## config.mk

```make
export PLATFORM = sky130hd
export DESIGN_NAME = keypad_scanner
export DESIGN_NICKNAME = d
export VERILOG_FILES = /design/src/rtl/keypad_scanner.sv
export SDC_FILE = /design/constraint.sdc
export NUM_CORES = 1
export LEC_CHECK = 0
export CAP_MARGIN = 20
export CORE_MARGIN = 4
export CORE_UTILIZATION = 57
export DETAILED_ROUTE_END_ITERATION = 8
export PLACE_DENSITY = 0.91
export RECOVER_POWER = 25
export SYNTH_ARGS = -nofsm -noshare
export SYNTH_HDL_FRONTEND = slang
export SYNTH_SLANG_ARGS = --single-unit
```

## constraint.sdc

```tcl
create_clock -name clk -period 5.3 [get_ports clk]
set_input_delay 0.795 -clock clk [delete_from_list [all_inputs] [get_ports clk]]
set_output_delay 0.795 -clock clk [all_outputs]
set_load 0.02 [all_outputs]
```

## src/rtl/keypad_scanner.sv

```systemverilog
// 4x4 matrix keypad scanner: column drive, 2-FF row synchronizer, press/release debounce, keystrobe/keycode.
// Optional auto-repeat while a key is held is enabled by defining KEYPAD_REPEAT_EN.
module keypad_scanner #(
  parameter int unsigned SCAN_DIV        = 4,
  parameter int unsigned DEBOUNCE_CYCLES = 8,
  parameter int unsigned REPEAT_DELAY    = 64,
  parameter int unsigned REPEAT_RATE     = 16
) (
  input  logic       clk,
  input  logic       rst,
  input  logic [3:0] row,
  output logic [3:0] col,
  output logic       keystrobe,
  output logic [3:0] keycode,
  output logic       keyvalid
);

  localparam int unsigned DIV_W = $clog2(SCAN_DIV);
  localparam int unsigned DEB_W = $clog2(DEBOUNCE_CYCLES);
  localparam int unsigned REP_W = $clog2(REPEAT_DELAY);

  if (SCAN_DIV < 3 || DEBOUNCE_CYCLES < 2 || REPEAT_RATE < 2 || REPEAT_RATE > REPEAT_DELAY) begin : g_bad_params
    $error("keypad_scanner: parameter out of range");
  end

  typedef enum logic [1:0] {SCAN, DEBOUNCE, STROBE, HELD} state_t;

  state_t           state_q, state_d;
  logic [3:0]       sync1_q, sync1_d;
  logic [3:0]       rs_q, rs_d;
  logic [1:0]       col_idx_q, col_idx_d;
  logic [3:0]       col_q, col_d;
  logic [DIV_W-1:0] dwell_q, dwell_d;
  logic [DEB_W-1:0] deb_q, deb_d;
  logic [DEB_W-1:0] rel_q, rel_d;
  logic [1:0]       row_idx_q, row_idx_d;
  logic             keystrobe_q, keystrobe_d;
  logic [3:0]       keycode_q, keycode_d;
  logic             keyvalid_q, keyvalid_d;
`ifdef KEYPAD_REPEAT_EN
  logic [REP_W-1:0] rep_q, rep_d;
`endif

  logic       row_low;
  logic [1:0] first_low;
  logic [1:0] col_adv;

  // Next-state and output logic
  always_comb begin
    state_d     = state_q;
    sync1_d     = row;
    rs_d        = sync1_q;
    col_idx_d   = col_idx_q;
    dwell_d     = dwell_q;
    deb_d       = deb_q;
    rel_d       = rel_q;
    row_idx_d   = row_idx_q;
    keystrobe_d = 1'b0;
    keycode_d   = keycode_q;
    keyvalid_d  = keyvalid_q;
`ifdef KEYPAD_REPEAT_EN
    rep_d       = rep_q;
`endif
    row_low = ~rs_q[row_idx_q];
    col_adv = col_idx_q + 2'd1;

    // Lowest-index active row wins when several rows of one column are low
    if (!rs_q[0])      first_low = 2'd0;
    else if (!rs_q[1]) first_low = 2'd1;
    else if (!rs_q[2]) first_low = 2'd2;
    else               first_low = 2'd3;

    case (state_q)
      SCAN: begin
        if (dwell_q == DIV_W'(SCAN_DIV - 1)) begin
          dwell_d = '0;
          if (rs_q != 4'hF) begin
            row_idx_d = first_low;
            deb_d     = '0;
            state_d   = DEBOUNCE;
          end else begin
            col_idx_d = col_adv;
          end
        end else begin
          dwell_d = dwell_q + DIV_W'(1);
        end
      end
      DEBOUNCE: begin
        if (row_low) begin
          if (deb_q == DEB_W'(DEBOUNCE_CYCLES - 1)) begin
            state_d     = STROBE;
            keystrobe_d = 1'b1;
            keyvalid_d  = 1'b1;
            keycode_d   = {row_idx_q, col_idx_q};
          end else begin
            deb_d = deb_q + DEB_W'(1);
          end
        end else begin
          col_idx_d = col_adv;
          dwell_d   = '0;
          state_d   = SCAN;
        end
      end
      STROBE: begin
        state_d = HELD;
        rel_d   = '0;
`ifdef KEYPAD_REPEAT_EN
        rep_d   = REP_W'(1);
`endif
      end
      HELD: begin
        if (!row_low) begin
          if (rel_q == DEB_W'(DEBOUNCE_CYCLES - 1)) begin
            keyvalid_d = 1'b0;
            col_idx_d  = col_adv;
            dwell_d    = '0;
            state_d    = SCAN;
          end else begin
            rel_d = rel_q + DEB_W'(1);
          end
        end else begin
          rel_d = '0;
        end
`ifdef KEYPAD_REPEAT_EN
        // Repeat counter reloads so the next fire lands REPEAT_RATE cycles later
        if (state_d == HELD) begin
          if (rep_q == REP_W'(REPEAT_DELAY - 1)) begin
            keystrobe_d = 1'b1;
            rep_d       = REP_W'(REPEAT_DELAY - REPEAT_RATE);
          end else begin
            rep_d = rep_q + REP_W'(1);
          end
        end
`endif
      end
      default: state_d = SCAN;
    endcase

    col_d = ~(4'b0001 << col_idx_d);
  end

  // State and output registers
  always_ff @(posedge clk) begin
    if (rst) begin
      state_q     <= SCAN;
      sync1_q     <= 4'hF;
      rs_q        <= 4'hF;
      col_idx_q   <= 2'd0;
      col_q       <= 4'b1110;
      dwell_q     <= '0;
      deb_q       <= '0;
      rel_q       <= '0;
      row_idx_q   <= 2'd0;
      keystrobe_q <= 1'b0;
      keycode_q   <= 4'd0;
      keyvalid_q  <= 1'b0;
`ifdef KEYPAD_REPEAT_EN
      rep_q       <= '0;
`endif
    end else begin
      state_q     <= state_d;
      sync1_q     <= sync1_d;
      rs_q        <= rs_d;
      col_idx_q   <= col_idx_d;
      col_q       <= col_d;
      dwell_q     <= dwell_d;
      deb_q       <= deb_d;
      rel_q       <= rel_d;
      row_idx_q   <= row_idx_d;
      keystrobe_q <= keystrobe_d;
      keycode_q   <= keycode_d;
      keyvalid_q  <= keyvalid_d;
`ifdef KEYPAD_REPEAT_EN
      rep_q       <= rep_d;
`endif
    end
  end

  assign col       = col_q;
  assign keystrobe = keystrobe_q;
  assign keycode   = keycode_q;
  assign keyvalid  = keyvalid_q;

endmodule

```

Word level (Yosys, flattened, before mapping)
Cells that the tools add are included.
{"block": "word_totals", "regBits": 32, "output_inout_bits": 10, "inputBits": 6}
{"block": "op_classes", "order_cmp": 1, "addsub": 4, "bitwise_logic": 3, "eq_ne": 17, "mux": 35, "shift": 1, "n_reduce_logical": 13}
{"cell": "2-to-1 mux 2 bit", "n": 15}
{"cell": "2-to-1 mux 3 bit", "n": 6}
{"cell": "inequality test 2 bit (second input constant)", "n": 8}
{"cell": "AND reduction 5 bit", "n": 3}
{"cell": "case mux 2 bit (3 select lines)", "n": 2}
{"cell": "case mux 3 bit (2 select lines)", "n": 2}
{"cell": "case mux 2 bit (4 select lines)", "n": 1}
{"cell": "2-to-1 mux 1 bit", "n": 7}
{"cell": "adder 3 x 1 -> 3 bit (second input constant)", "n": 2}
{"cell": "equality test 2 bit (second input constant)", "n": 3}
{"cell": "equality test 3 bit (second input constant)", "n": 2}
{"cell": "inequality test 3 bit (second input constant)", "n": 2}
{"cell": "AND reduction 3 bit", "n": 2}
{"cell": "nonzero test 2 bit", "n": 3}
{"cell": "adder 2 x 1 -> 2 bit (second input constant)", "n": 2}
{"cell": "inequality test 4 bit (second input constant)", "n": 1}
{"cell": "inverter 4 bit", "n": 1}
{"cell": "AND reduction 4 bit", "n": 1}
{"cell": "left shift 1 x 2 -> 4 bit (first input constant)", "n": 1}
{"cell": "less-than comparator 2 x 3 -> 1 bit (second input constant)", "n": 1}
{"cell": "nonzero test 3 bit", "n": 1}
{"cell": "OR reduction 3 bit", "n": 1}
{"cell": "binary-select mux 1 bit (select 2 bit)", "n": 1}
{"cell": "equality test 2 x 1 -> 1 bit (second input constant)", "n": 1}
{"cell": "4 further kinds", "n": 5}

Logic depth before layout (Yosys ltp)
Gate-level depths: netlist of the first run.
{"block": "depth", "ltp_word": 6, "ltp_mapped": 6, "depth_no_buf": 6}

Worst setup path after synthesis of the first run
Ideal clock, no wire load.
{"block": "synth_path", "path_type": "reg-to-reg", "startpoint": "register row_idx_q[0]", "endpoint": "register col_idx_q[0]", "path_slack_ns": 3.568, "synth_period_minus_slack_ns": 1.732, "setup_ns": 0.121, "arrival_ns": 1.611, "path_stages_with_launch": 6, "cell_sequence": "dfxtp_1 -> mux4_2 -> buf_6 -> a32oi_4 -> nand2_4 -> mux2_4"}
{"block": "synth_between", "elab_chain_len": 4, "elab_cells_between_ends": 5, "cone_classes": "mux (5)"}
{"item": "from (decl)", "line": "36", "text": "logic [1:0] row_idx_q, row_idx_d;"}
{"item": "from (signal assigned)", "line": "169", "text": "row_idx_q <= row_idx_d;"}
{"item": "binary-select mux 1 bit (select 2 bit) (*)", "line": "64", "text": "row_low = ~rs_q[row_idx_q];"}
{"item": "2-to-1 mux 1 bit (implied by the code) (*)", "line": "64"}
{"item": "2-to-1 mux 2 bit, on equally long branches", "line": "112, 89"}
{"item": "case mux 2 bit (3 select lines) (*)", "line": "73", "text": "case (state_q)"}
{"item": "to (signal assigned)", "line": "164", "text": "col_idx_q <= col_idx_d;"}
{"item": "to (decl)", "line": "31", "text": "logic [1:0] col_idx_q, col_idx_d;"}
Mark *: on every way between the ends. The rest lies on a longest branch, timed or not. The select of a mux whose other input is x is not followed.
A chain may end at the register's enable or synchronous reset.

==> results.toml, run 1 <==
[finish]
synthToLayoutAreaGrowth_pct = 16.7
stdcell_count = 175
final_nets = 157
drive_above_1_share_pct = 15.6
nFillCells = 160
utilization_pct = 69.6
diodes = 0

[hold_path]
hold_path_class = "reg2reg"

[sta]
tns_ns = 0
fin_crit_sh_pct = 44.3
rsz0062_at_grt = "no"
hold_violations = 0
slew_violations = 0
worst_slack_ns = 2.95
timing.slew.headroom_pct = 33.6
fin_crit_ns = 2.35
tightest_slew_ns = 0.993
fmax_mhz = 426
clock_skew_ns = 0.00291
setup_viol = 0

[critical_path]
ff2ff_path_depth = 4
rr_endpoint = "keycode[3]"
end_kind = "flip-flop"
arrival_ns = 2.56
crit_end = "col_idx_q[1]"
r2r_setup_slack_ns = 3.39
required_ns = 5.52
critical_path_class = "in2reg"
cp-startpoint = "rst"
r2r-start = "row_idx_q[0]"
critical_path.max_fanout = 33
critPathLaunchType = "primary input"

[cts]
cts.sinks = 32
insertion_delay_ns = 0.33
cts_resized = 0
postCtsHoldBufs = 0
cts_tree = "done"
cts_root_buffer = "clkbuf_4"
clk_pin_slew_worst_paths_ns = 0.09
cts-buffers-inserted = 5
htreeDepth = 2
cts_setup_buffers = 0
clockBufferDepth = 2

[die]
design.die.area_sq_um = 3150
ios = 16
core_area_sq_um = 2210
die_width_um = 56.1
initial_core_util_pct = 59.7
die_y_um = 56.1
rows = 17

[yosys]
synth.cells.most_frequent = "32 x dfxtp_1, 14 x nor2_1, 8 x a21oi_1, 8 x or2_2, 7 x mux2i_1"
synth_most_common_cell = "dfxtp_1"
yosys-top-cells-area = "dfxtp_1 49%, mux2i_1 5.3%, ha_1 4.7%"
syn-instance-count = 129
yosysSeqAreaShare_pct = 48.5
synth_edf_count = 0
syn_avg_cell_area_sq_um = 10.2
ys_ff_latch = 32
yosysTopAreaCell = "dfxtp_1"
yosys.cell_types.count = 32
yosysWarnings = 0
syn_area_sq_um = 1320
synthFlopType = "dfxtp_1"
async_flop_share_pct = 0
netlist.area_leader.share_pct = 48.5
synth_nets = 140

[grt]
grt_usage_pct = 16.5
antenna_found_initial = 0
grt_pass1_wl_mm = 4.05
grt_pass1_vias = 961
globalRouteOverflowTotal = 0
grt_start_max_net_pins = 34

[pwr]
leakage_nw = 0.573
seqPwrFrac_pct = 58.4
pwr-share-comb_pct = 9.0
power_switching_mw = 0.105
internal_power_mw = 0.332
clockPowerShare_pct = 32.6
powerDensity_nw_per_um2 = 284
ir_drop_v = 0.000244
swShare_pct = 24.0

[placed_design]
placedCellCount = 167
gp_congestion = 0.886
port_buffers = 15
dp_slack_ns = 2.65
dp_hpwl_mm = 1.68

[drt]
ant_nets = 0
viasPerCell = 5.51
drc = 0
wirelength_mm = 2.27
post_drt_wl_per_cell_um = 13.0
firstDrtPassIters = 5
drt_iter0_markers = 18
via_count = 965

[outcome]
run_status = "completed"

[job]
max_cap_viol_count = 0
-- how the worst min path moves through the flow --
stage	depth (start not counted)	endpoint	start	slack, ns
2_1_floorplan	1	rs_q[0]	rs_d[0]	0.39
3_3_place_gp	1	rs_q[1]	rs_d[1]	0.39
3_5_place_dp	1	rs_q[0]	rs_d[0]	0.40
4_1_cts	1	rs_q[0]	rs_d[0]	0.42
5_1_grt	1	rs_q[0]	rs_d[0]	0.44
6_report	1	rs_q[0]	rs_d[0]	0.42
-- worst max-delay path, cell delays in order --
cell           delay [ns]
dlygate4sd3_1        1.19
nor3b_1              0.22
a21oi_1              0.25
nand3_1              0.11
-- placed cells by master (no fill, tap or decap), types with 6 or more instances in the layout --
| cell | n |
|---|---|
| nor2_1 | 14 |
| mux2i_1 | 7 |
| nor3_1 | 6 |
| dfxtp_1 | 32 |
| or2_2 | 8 |
| clkdlybuf4s50_1 | 14 |
| a21oi_1 | 8 |
-- power groups by stage --
stage,Clock (mW),Combinational [mW],Sequential [mW]
floorplan,0,0.0264,0.262
global placement,0,0.0378,0.260
detailed placement,0,0.0395,0.261
CTS,0.147,0.0397,0.255
global route,0.162,0.0425,0.257
finish,0.142,0.0393,0.255
-- cells by family (layout without fill, tap and decap cells) --
logic type / after synthesis / count (layout) / share of synthesized area (%)
AND/OR/NAND/NOR: 55 / 55 / 23.6
buffers and inverters: 7 / 25 / 2.56
flip-flops: 32 / 32 / 48.5
adder cells (fa/ha/maj): 5 / 5 / 4.74
AO/OA/AOI/OAI: 20 / 20 / 11.6
multiplexers: 10 / 10 / 9.00
-- flip-flops by register name, indices dropped and copies added, names as in the netlist, named ones only --
register	cells
col	4
keycode	4
rs_d	4
rs_q	4
deb_q	3
rel_q	3
col_idx_q	2
dwell_q	2
row_idx_q	2
keystrobe	1
keyvalid	1
state_q	1
-- area by class of cell --
class	count	area, sq um	share of cell area (%)
multi-input combinational	90	646	41.9
clock buffer	6	51.3	3.33
tap	28	35.0	2.27
sequential	32	641	41.6
timing repair buffer	15	150	9.75
inverter	2	7.51	0.487
clock inverter	2	10.0	0.650
-- layer usage --
layer / vias to the layer above / global-route usage [%] / wire length, um
met1: 450 / 18.9 / 990
met3: 6 / 7.42 / 106
met4: 0 / 9.15 / 55
met5: - / 0 / 0
li1: 492 / - / -
met2: 17 / 25.2 / 1120
-- stage by stage --
stage                     power (mW)  cell area [sq um]  hold WS (ns)
final                          0.437               1540         0.421
after global placement         0.298               1480         0.392
after detailed placement       0.301               1480         0.402
after CTS                      0.442               1540         0.425
after global routing           0.461               1540         0.444
after floorplan                0.288               1320         0.389
Note: power is estimated with default switching activity, not from simulation.
==> inputs of run 2 (changes only) <==
CORE_UTILIZATION = 53   (was 57)
PLACE_DENSITY = 0.86   (was 0.91)
clock period = 2.4 ns   (was 5.3 ns; I/O delays follow)
==> results.toml, run 2 (synthesized netlist as in run 1, its figures left out) <==
[pwr]
leakage_nw = 0.568
pwr-share-comb_pct = 9.1
internal_power_mw = 0.739
power_switching_mw = 0.230
clockPowerShare_pct = 32.6
swShare_pct = 23.7
powerDensity_nw_per_um2 = 629
seqPwrFrac_pct = 58.3
ir_drop_v = 0.000551
power_mw = 0.969

[critical_path]
required_ns = 2.63
critPathLaunchType = "flip-flop"
critical_path_class = "reg2reg"
critical_path.max_fanout = 9
end_kind = "flip-flop"
arrival_ns = 2.11

[sta]
fmax_mhz = 530
timing.slew.headroom_pct = 58.9
tns_ns = 0
setup_viol = 0
clock_skew_ns = 0.0113
fin_crit_sh_pct = 78.6
slew_violations = 0
hold_ws_ns = 0.417
fin_crit_ns = 1.89
worst_slack_ns = 0.514
rsz0062_at_grt = "no"
tightest_slew_ns = 0.614
hold_violations = 0

[drt]
via_count = 992
firstDrtPassIters = 4
drt_iter0_markers = 28
drc = 0
post_drt_wl_per_cell_um = 14.9
ant_nets = 0
viasPerCell = 5.64
wirelength_mm = 2.63

[cts]
cts-buffers-inserted = 5
insertion_delay_ns = 0.33
cts_setup_buffers = 0
cts_tree = "done"
cts_resized = 0
postCtsHoldBufs = 0
clockBufferDepth = 2
cts.sinks = 32
htreeDepth = 2
clk_pin_slew_worst_paths_ns = 0.10
cts_root_buffer = "clkbuf_4"

[outcome]
run_status = "completed"

[finish]
utilization_pct = 67.1
seqCellArea_sq_um = 641
diodes = 0
synthToLayoutAreaGrowth_pct = 16.8
stdcell_count = 176
multiInputGateArea_sq_um = 646
final_common_cell = "dfxtp_1"
drive_above_1_share_pct = 14.2
layout_common_cells = "32 x dfxtp_1, 14 x nor2_1, 14 x clkdlybuf4s50_1"
nFillCells = 185
design_area_sq_um = 1540
final_nets = 158

[placed_design]
dp_slack_ns = 0.471
gp_congestion = 0.899
dpl_cell_area_sq_um = 1490
dp_hpwl_mm = 1.94
placedCellCount = 168
port_buffers = 15

[die]
ios = 16
core_area_sq_um = 2300
die_y_um = 57.9
rows = 17
die_width_um = 57.9
initial_core_util_pct = 57.5
design.die.area_sq_um = 3350

[job]
max_cap_viol_count = 0

[grt]
grt_usage_pct = 17.7
grt_start_max_net_pins = 20
grt_pass1_wl_mm = 4.43
grt_pass1_vias = 1024
globalRouteOverflowTotal = 0
antenna_found_initial = 0

[hold_path]
hold_path_class = "reg2reg"
-- run 2: worst max-delay path: stages (launching register included) --
cell and delay, ns:
dfxtp_1 0.39, mux4_2 0.66, a32oi_4 0.30, nand2_4 0.13, mux2_4 0.31
-- run 2: worst paths after layout --
path | slack, ns | cells after the start | from | end
worst max register to register | 0.51 | 4 | row_idx_q[0] | col_idx_q[0]
worst min register to register | 0.42 | 1 | rs_d[0] | rs_q[0]
worst max-delay path | 0.51 | 4 | row_idx_q[0] | col_idx_q[0]
worst min-delay path | 0.42 | 1 | rs_d[0] | rs_q[0]
-- run 2: cell type report --
class	count	share of cell area (%)
repair buffers	16	9.98
well taps	28	2.27
inverters	2	0.487
clock buffers	8	3.81
flip-flops and latches	32	41.6
multi-input cells	90	41.9
-- run 2: metal layers --
metal	GRT usage [%]	up-vias	part of all wire (%)
li1	-	496	-
met1	20.4	466	44
met2	28.4	21	50
met3	5.12	9	3.5
met4	11.9	0	2.7
met5	0	-	0
-- run 2: power groups by stage --
stage               Sequential [mW]  Clock [mW]  Combinational [mW]
global placement              0.576           0              0.0842
detailed placement            0.577           0              0.0889
finish                        0.565       0.316              0.0882
global route                  0.568       0.350              0.0967
CTS                           0.565       0.324              0.0902
floorplan                     0.579           0              0.0583
==> inputs of run 3 (changes only) <==
clock period = 1.9 ns   (was 2.4 ns; I/O delays follow)
==> results.toml, run 3 (synthesized netlist as in run 1, its figures left out) <==
[finish]
synthToLayoutAreaGrowth_pct = 21.0
utilization_pct = 69.6
nFillCells = 164
diodes = 0
final_common_cell = "dfxtp_1"
seqCellArea_sq_um = 642
multiInputGateArea_sq_um = 677
layout_common_cells = "31 x dfxtp_1, 14 x nor2_1, 14 x clkdlybuf4s50_1"
final_nets = 162
stdcell_count = 180
drive_above_1_share_pct = 17.8

[placed_design]
dp_slack_ns = 0.0473
placedCellCount = 168
port_buffers = 15
gp_congestion = 0.816
dp_hpwl_mm = 1.76

[grt]
antenna_found_initial = 0
grt_pass1_vias = 918
grt_start_max_net_pins = 34
grt_usage_pct = 15.2
globalRouteOverflowTotal = 0
grt_pass1_wl_mm = 3.94

[drt]
viasPerCell = 5.76
firstDrtPassIters = 6
ant_nets = 0
drt_iter0_markers = 37
via_count = 1037
post_drt_wl_per_cell_um = 14.7
wirelength_mm = 2.65
drc = 0

[pwr]
powerDensity_nw_per_um2 = 765
ir_drop_v = 0.000581
leakage_nw = 0.591

[critical_path]
critical_path_class = "reg2reg"
critical_path.max_fanout = 5
arrival_ns = 2.03
end_kind = "flip-flop"
critPathLaunchType = "flip-flop"
required_ns = 2.11

[die]
initial_core_util_pct = 57.5
die_y_um = 57.9
rows = 17
core_area_sq_um = 2300
ios = 16
die_width_um = 57.9
design.die.area_sq_um = 3350

[sta]
clock_skew_ns = 0.00879
fmax_mhz = 549
fin_crit_ns = 1.82
timing.slew.headroom_pct = 61.8
slew_violations = 0
fin_crit_sh_pct = 95.8
worst_slack_ns = 0.0793
setup_viol = 0
tns_ns = 0
hold_violations = 0
hold_ws_ns = 0.413
rsz0062_at_grt = "no"
tightest_slew_ns = 0.572

[cts]
insertion_delay_ns = 0.32
postCtsHoldBufs = 0
cts-buffers-inserted = 5
clk_pin_slew_worst_paths_ns = 0.09
clockBufferDepth = 2
htreeDepth = 2
cts_tree = "done"
cts.sinks = 32
cts_root_buffer = "clkbuf_4"

[outcome]
run_status = "completed"

[job]
max_cap_viol_count = 0

[hold_path]
hold_path_class = "reg2reg"
-- run 3: cell types whose count changed in the layout (fill, tap and decap cells not counted), sizes merged --
cell  before  now
buf        0    3
mux4       1    2
-- run 3: per-layer routing --
metal / GRT usage (%) / routed length, um
met4: 5.96 / 13
met5: 0 / 0
met2: 24.7 / 1350
met1: 18.1 / 1090
met3: 6.01 / 201
-- run 3: final timing paths --
kind	cells after the start	end	startpoint	slack, ns
min reg2reg	1	rs_q[3]	rs_d[3]	0.41
max	4	col_idx_q[0]	row_idx_q[0]	0.08
max reg2reg	4	col_idx_q[0]	row_idx_q[0]	0.08
min	1	rs_q[3]	rs_d[3]	0.41
-- run 3: per-stage QoR --
| stage | instance area (sq um) | total power [mW] |
|---|---|---|
| finish | 1600 | 1.22 |
| global route | 1600 | 1.28 |
| CTS | 1560 | 1.23 |
| detailed placement | 1500 | 0.844 |
| global placement | 1500 | 0.838 |
| floorplan | 1320 | 0.804 |
-- run 3: power by group --
group	total (mW)	leakage, nW	internal [mW]	switching, mW
registers	0.717	0.261	0.696	0.0209
logic	0.115	0.298	0.0593	0.0555
clock network	0.390	0.0326	0.183	0.208
total	1.22	0.591	0.937	0.284
-- run 3: final cells by class --
type | count | area share (%)
repair buffers | 19 | 11.1
flip-flops and latches | 32 | 40.2
well taps | 28 | 2.19
clock buffers | 8 | 3.68
multi-input cells | 91 | 42.4
inverters | 2 | 0.470
-- run 3: repair_timing --
| item | 4_1_cts | 5_1_grt |
|---|---|---|
| resized for setup | 0 | 2 |
| setup buffers | 0 | 3 |
| setup endpoints to repair | 0 | 7 |
| hold endpoints to repair | 0 | 0 |
-- run 3: critical path, cell delays in order (launching register included) --
cell and delay [ns]:
dfxtp_2 0.38, mux4_2 0.63, a32oi_4 0.31, nand2_4 0.11
mux2_4 0.30
